[src/rtl/cnn_pkg.sv]
// Shared CNN-accelerator constants and the dense-1 sequencer state encoding.
package cnn_pkg;

    localparam int DENSE1_N        = 120;
    localparam int DENSE1_ADDR_W   = 7;
    localparam int DENSE1_PIPE_LAT = 2;
    localparam int DENSE1_TIMEOUT  = 255;
    localparam int DENSE1_TMO_W    = 8;

    typedef enum logic [2:0] {
        ST_IDLE   = 3'd0,
        ST_WAIT   = 3'd1,
        ST_LAUNCH = 3'd2,
        ST_STREAM = 3'd3,
        ST_DRAIN  = 3'd4,
        ST_DONE   = 3'd5,
        ST_ERR    = 3'd6
    } d1_state_t;

endpackage

[src/rtl/dense1_wr_pipe.sv]
// Activation-buffer write path: delays accepted beats by the bias+sigmoid latency
// and walks the write address 0..N_NEURON-1.
module dense1_wr_pipe #(
    parameter int N_NEURON = 120,
    parameter int ADDR_W   = 7,
    parameter int PIPE_LAT = 2
) (
    input  logic              clk,
    input  logic              rst_n,
    input  logic              valid_in,
    input  logic              flush,
    input  logic              addr_clr,
    output logic              wr_en,
    output logic [ADDR_W-1:0] wr_addr
);

    localparam logic [ADDR_W-1:0] ADDR_LAST = ADDR_W'(N_NEURON - 1);

    logic [PIPE_LAT-1:0] vld_sr;

    always_ff @(posedge clk or negedge rst_n) begin
        if (!rst_n) begin
            vld_sr <= '0;
        end else if (flush) begin
            vld_sr <= '0;
        end else begin
            vld_sr[0] <= valid_in;
            for (int i = 1; i < PIPE_LAT; i++) begin
                vld_sr[i] <= vld_sr[i-1];
            end
        end
    end

    assign wr_en = vld_sr[PIPE_LAT-1];

    // Wrapping at the last address keeps wr_addr inside the buffer even after a full frame.
    always_ff @(posedge clk or negedge rst_n) begin
        if (!rst_n) begin
            wr_addr <= '0;
        end else if (addr_clr) begin
            wr_addr <= '0;
        end else if (wr_en) begin
            wr_addr <= (wr_addr == ADDR_LAST) ? '0 : wr_addr + 1'b1;
        end
    end

endmodule

[src/rtl/dense1_seq_ctrl.sv]
// Dense-1 sequencer: launches the serializer, counts beats, drives activation-buffer
// writes and reports done/err to the layer FSM.
//
//  state  | meaning
//  IDLE   | waiting for start
//  WAIT   | waiting for sum_ready & out_buf_free
//  LAUNCH | ser_ena pulsed, waiting for frame start (timed)
//  STREAM | counting ser_valid beats (timed, overrun-checked)
//  DRAIN  | letting the write pipe empty
//  DONE   | one-cycle done pulse
//  ERR    | set sticky err, flush write pipe
module dense1_seq_ctrl
    import cnn_pkg::*;
#(
    parameter int N_NEURON = DENSE1_N,
    parameter int ADDR_W   = DENSE1_ADDR_W,
    parameter int PIPE_LAT = DENSE1_PIPE_LAT,
    parameter int TIMEOUT  = DENSE1_TIMEOUT
) (
    input  logic              clk,
    input  logic              rst_n,
    input  logic              start,
    input  logic              abort,
    input  logic              sum_ready,
    input  logic              out_buf_free,
    input  logic              ser_frame_st,
    input  logic              ser_valid,
    input  logic              ser_frame_end,
    output logic              ser_ena,
    output logic              wr_en,
    output logic [ADDR_W-1:0] wr_addr,
    output logic              busy,
    output logic              done,
    output logic              err
);

    localparam int                TMO_W      = DENSE1_TMO_W;
    localparam int                DRN_W      = (PIPE_LAT > 1) ? $clog2(PIPE_LAT) : 1;
    localparam logic [ADDR_W-1:0] BEAT_FULL  = ADDR_W'(N_NEURON);
    localparam logic [TMO_W-1:0]  TMO_MAX    = TMO_W'(TIMEOUT);
    localparam logic [DRN_W-1:0]  DRAIN_LOAD = DRN_W'(PIPE_LAT - 1);

    d1_state_t         state;
    d1_state_t         state_d;
    logic [ADDR_W-1:0] beat_cnt;
    logic [TMO_W-1:0]  tmo;
    logic [DRN_W-1:0]  drain_cnt;
    logic              overrun;
    logic              beat_acc;

    always_ff @(posedge clk or negedge rst_n) begin
        if (!rst_n) begin
            state <= ST_IDLE;
        end else begin
            state <= state_d;
        end
    end

    always_comb begin
        state_d  = state;
        overrun  = (state == ST_STREAM) && ser_valid && (beat_cnt == BEAT_FULL);
        beat_acc = (state == ST_STREAM) && ser_valid && !overrun && !abort;
        if (abort) begin
            state_d = ST_IDLE;
        end else begin
            case (state)
                ST_IDLE:   if (start) state_d = ST_WAIT;
                ST_WAIT:   if (sum_ready && out_buf_free) state_d = ST_LAUNCH;
                ST_LAUNCH: begin
                    if (ser_frame_st)         state_d = ST_STREAM;
                    else if (tmo == TMO_MAX)  state_d = ST_ERR;
                end
                ST_STREAM: begin
                    // A beat landing with frame_end is still counted; only an overrun beat is refused.
                    if (overrun)                           state_d = ST_ERR;
                    else if (ser_frame_end)                state_d = ST_DRAIN;
                    else if (!ser_valid && tmo == TMO_MAX) state_d = ST_ERR;
                end
                ST_DRAIN: begin
                    if (drain_cnt == '0) begin
                        state_d = (beat_cnt == BEAT_FULL) ? ST_DONE : ST_ERR;
                    end
                end
                ST_DONE:   state_d = ST_IDLE;
                ST_ERR:    state_d = ST_IDLE;
                default:   state_d = ST_IDLE;
            endcase
        end
    end

    always_ff @(posedge clk or negedge rst_n) begin
        if (!rst_n) begin
            beat_cnt  <= '0;
            tmo       <= '0;
            drain_cnt <= '0;
            ser_ena   <= 1'b0;
            busy      <= 1'b0;
            done      <= 1'b0;
            err       <= 1'b0;
        end else begin
            if (state == ST_IDLE) begin
                beat_cnt <= '0;
            end else if (beat_acc) begin
                beat_cnt <= beat_cnt + 1'b1;
            end

            if (state != ST_LAUNCH && state != ST_STREAM) begin
                tmo <= '0;
            end else if (state == ST_STREAM && ser_valid) begin
                tmo <= '0;
            end else if (tmo != TMO_MAX) begin
                tmo <= tmo + 1'b1;
            end

            if (state != ST_DRAIN) begin
                drain_cnt <= DRAIN_LOAD;
            end else if (drain_cnt != '0) begin
                drain_cnt <= drain_cnt - 1'b1;
            end

            ser_ena <= (state == ST_WAIT) && (state_d == ST_LAUNCH);
            busy    <= (state_d != ST_IDLE);
            done    <= (state_d == ST_DONE);

            if (abort) begin
                err <= 1'b0;
            end else if (state == ST_IDLE && start) begin
                err <= 1'b0;
            end else if (state_d == ST_ERR) begin
                err <= 1'b1;
            end
        end
    end

    dense1_wr_pipe #(
        .N_NEURON (N_NEURON),
        .ADDR_W   (ADDR_W),
        .PIPE_LAT (PIPE_LAT)
    ) u_wr_pipe (
        .clk      (clk),
        .rst_n    (rst_n),
        .valid_in (beat_acc),
        .flush    (abort || (state_d == ST_ERR)),
        .addr_clr (state_d == ST_IDLE),
        .wr_en    (wr_en),
        .wr_addr  (wr_addr)
    );

endmodule

[config.mk]
export PLATFORM = sky130hd
export DESIGN_NAME = dense1_seq_ctrl
export DESIGN_NICKNAME = d
export VERILOG_FILES = /design/src/rtl/cnn_pkg.sv /design/src/rtl/dense1_wr_pipe.sv /design/src/rtl/dense1_seq_ctrl.sv
export SDC_FILE = /design/constraint.sdc
export NUM_CORES = 1
export LEC_CHECK = 0
export ABC_AREA = 0
export CORE_MARGIN = 4
export CORE_UTILIZATION = 50
export DETAILED_ROUTE_END_ITERATION = 8
export DONT_BUFFER_PORTS = 1
export PLACE_DENSITY = 0.66
export SLEW_MARGIN = 25
export SYNTH_ARGS = -nofsm -noshare
export SYNTH_HDL_FRONTEND = slang
export SYNTH_SLANG_ARGS = --single-unit
[constraint.sdc]
create_clock -name clk -period 3 [get_ports clk]
set_input_delay 0.9 -clock clk [delete_from_list [all_inputs] [get_ports clk]]
set_output_delay 0.9 -clock clk [all_outputs]
set_load 0.02 [all_outputs]
==> impl_metrics.csv <==
group,metric,value,unit
run,cap_viol_max_count,0,
clock_tree,postCtsHoldBufs,0,
placed_design,portBuffers,0,
cells_and_area,diodes,0,
global_route,grt_overflow,0,
drt,drt_iter0_markers,56,
die,die_h,66.57,um
global_route,grt_usage,0.1771,
sta,finalHoldViolations,0,
sta,setup_ws,760.4,ps
clock_tree,cts_num_sinks,32,
worst_setup_path,crit_chain,"inv_1, ha_1, nand2_1, nor3_2, a2111oi_4, a311oi_4, a31o_2, nor3_1",
synthesis,avgSynthCellArea,9.859,um2
worst_setup_path,worstPathRequired,3220,ps
clock_tree,cts_inserted_buffers,5,
synthesis,async_reset_ff_frac,1.000,
cells_and_area,multiInputGateArea,869.6,um2
power,peakVddDrop,0.0002513,V
clock_tree,clk_path_buf_depth,2,
clock_tree,cts_tree,"built",
die,boundaryPins,21,
clock_tree,clkLatencyLatePin,330,ps
sta,finalMaxSlewViolations,0,
sta,max_slew_margin,0.4186,
drt,first_pass_iters,6,
worst_setup_path,path_class,"flip-flop to flip-flop",
cells_and_area,syn_to_final_growth,7.367,%
worst_setup_path,regToRegStartpoint,"beat_cnt[0]$_DFFE_PN0P_",
worst_setup_path,cp_top_family,"compound AO/OA/AOI/OAI gates",
power,leakage,0.0007507,uW
worst_setup_path,path_max_fanout,8,
drt,final_antenna_net_count,0,
placed_design,place_inst,219,
cells_and_area,final_cell_count_no_fill,227,
placed_design,place_congestion,0.9305,
drt,wl_per_cell,14.57,um
power,powerDensity,438.1,nW/um2
global_route,grt_max_degree,33,
synthesis,synthFlopType,"dfrtp_1",
worst_setup_path,worst-path-buf-inv,1,
placed_design,dp_hpwl,2.481,mm
placed_design,dpl_worst_slack,748.4,ps
clock_tree,postCtsResizedCells,0,
global_route,antenna_found_initial,0,
min_path,hold_class,"input port to async pin",
cells_and_area,fillers,315,
clock_tree,path_clk_slew,110,ps
die,die-area,4432,um2
worst_setup_path,setup.worst_path.end_class,"flip-flop",
global_route,grt_pass1_wl,5.782,mm
clock_tree,cts_setup_buffers,0,
synthesis,ys_seq_area_frac,0.4668,
drt,route.detailed.drc,0,
sta,fin_setup_tns,0,ps
synthesis,synth_cell_types,41,
die,rows,21,
worst_setup_path,slowest_stage,"dfrtp_1",
drt,dr_total_vias,1250,
die,start_util,0.5141,
clock_tree,htree_levels,2,
drt,wl,3.307,mm
sta,rsz0062_at_grt,"no",
sta,fin_crit,2240,ps
sta,setup_violations,0,
cells_and_area,drive_gt1_frac,0.1381,
power,p_total,806.9,uW
global_route,grt_pass1_vias,1323,
die,chipWidth,66.57,um
worst_setup_path,startpoint_type,"flip-flop",
drt,post_drt_via_cell_ratio,5.507,
sta,fmax,446.5,MHz
worst_setup_path,cp_slowest_stage_delay,440,ps
cells_and_area,nets,193,
clock_tree,cts_root_buffer,"clkbuf_4",
sta,worst_slew_pin_slew,865.5,ps
synthesis,synth_enable_flop_cells,0,
synthesis,syn_nets,187,
sta,fin_worst_skew,8.694,ps
synthesis,postSynthCellCount,174,
sta,min_period_over_period,0.7465,
status,status,"complete, no violations",
die,core,3337,um2
worst_setup_path,crit_path_start,"beat_cnt[0]$_DFFE_PN0P_",
synthesis,synth_seq_cells,32,
worst_setup_path,critPathArrivalTime,2460,ps
synthesis,ys_warn_count,0,
synthesis,syn-cell-area,1715,um2
cells_and_area,seqCellArea,800.8,um2
[Yosys cell counts (all sizes together), types with 2 or more instances]
library cell  count  area, um2
nor3             11      65.06
a21oi             7      38.79
xnor2             5      43.79
nand2b            2      12.51
inv               9      33.78
and4b             2      21.27
nand2            17      66.32
ha                4      50.05
and3              2      12.51
nand3             8      40.04
a311oi            4      70.07
o21ai             6      30.03
xor2              6      52.55
nor2             32      125.1
dfrtp            32      800.8
nor3b             2      15.01
a31oi             3      18.77
nand4             6      56.31
[metal layers]
metal / up-vias / routed length [um] / track usage
li1: 626 / - / -
met1: 600 / 1332 / 0.1809
met2: 18 / 1765 / 0.2958
met3: 6 / 138 / 0.05396
met4: 0 / 70 / 0.1421
met5: - / 0 / 0
[metrics by stage]
stage / util / hold WS (ps) / cell area, um2
after floorplan: - / 457.0 / 1715
after global placement: 0.5279 / 476.1 / 1762
after detailed placement: 0.5279 / 492.8 / 1762
after CTS: 0.5519 / 218.9 / 1842
after global routing: 0.5519 / 200.3 / 1842
final: 0.5519 / 242.4 / 1842
[kinds of logic after synthesis]
kind of cell / after synthesis / share of synthesized area
AOI/OAI and AO/OA: 25 / 0.1269
xor gates and xnor gates: 11 / 0.05616
adders and majority gates: 4 / 0.02918
buffers and inverters: 10 / 0.02626
DFF: 32 / 0.4668
muxes: 1 / 0.005835
and+or+nand+nor: 91 / 0.2888
[cells in the final DEF (no fill, tap or decap), types with 2 or more instances in the layout]
| master | n |
|---|---|
| a311oi_1 | 2 |
| a21oi_1 | 6 |
| nor3_2 | 2 |
| a31oi_1 | 3 |
| nand4_2 | 3 |
| nand4_1 | 3 |
| and3_1 | 2 |
| nor2_2 | 2 |
| xor2_1 | 6 |
| inv_1 | 9 |
| xnor2_1 | 5 |
| ha_1 | 4 |
| a311oi_4 | 2 |
| nand3_1 | 8 |
| clkbuf_4 | 5 |
| o21ai_0 | 6 |
| dfrtp_1 | 32 |
| nand2_1 | 16 |
| nand2b_1 | 2 |
| nor3_1 | 9 |
| nor3b_1 | 2 |
| nor2_1 | 30 |
[worst paths after layout]
| check | end | slack, ps | depth (start not counted) |
|---|---|---|---|
| max | u_wr_pipe.wr_addr[6]$_DFFE_PN0P_ | 760 | 8 |
| min | u_wr_pipe.wr_addr[5]$_DFFE_PN0P_ | 240 | 0 |
| max reg2reg | u_wr_pipe.wr_addr[6]$_DFFE_PN0P_ | 760 | 8 |
| min reg2reg | u_wr_pipe.vld_sr[1]$_DFF_PN0_ | 490 | 2 |
| max in group asynchronous | beat_cnt[6]$_DFFE_PN0P_ | 2670 | 0 |
| min in group clk | u_wr_pipe.vld_sr[1]$_DFF_PN0_ | 490 | 2 |
[where the power goes]
group | switching, uW | leakage (uW) | internal, uW
sequential | 9.53 | 0.000439 | 436
combinational | 24.5 | 0.000271 | 14.5
clock | 149 | 0.0000412 | 174
[state kept, by name (all words and copies together) (netlist names)]
register and flops:
ser_ena 1, beat_cnt 7, drain_cnt 1, done 1, u_wr_pipe.vld_sr 2, busy 1
err 1, tmo 8, u_wr_pipe.wr_addr 7, state 3
[final cells by class]
class,instances,area share
sequential,32,0.4348
clock inverter,3,0.02310
tap,46,0.03125
multi-input combinational,132,0.4721
inverter,9,0.01834
clock buffer,5,0.02038
(Power assumes the default switching activity.)
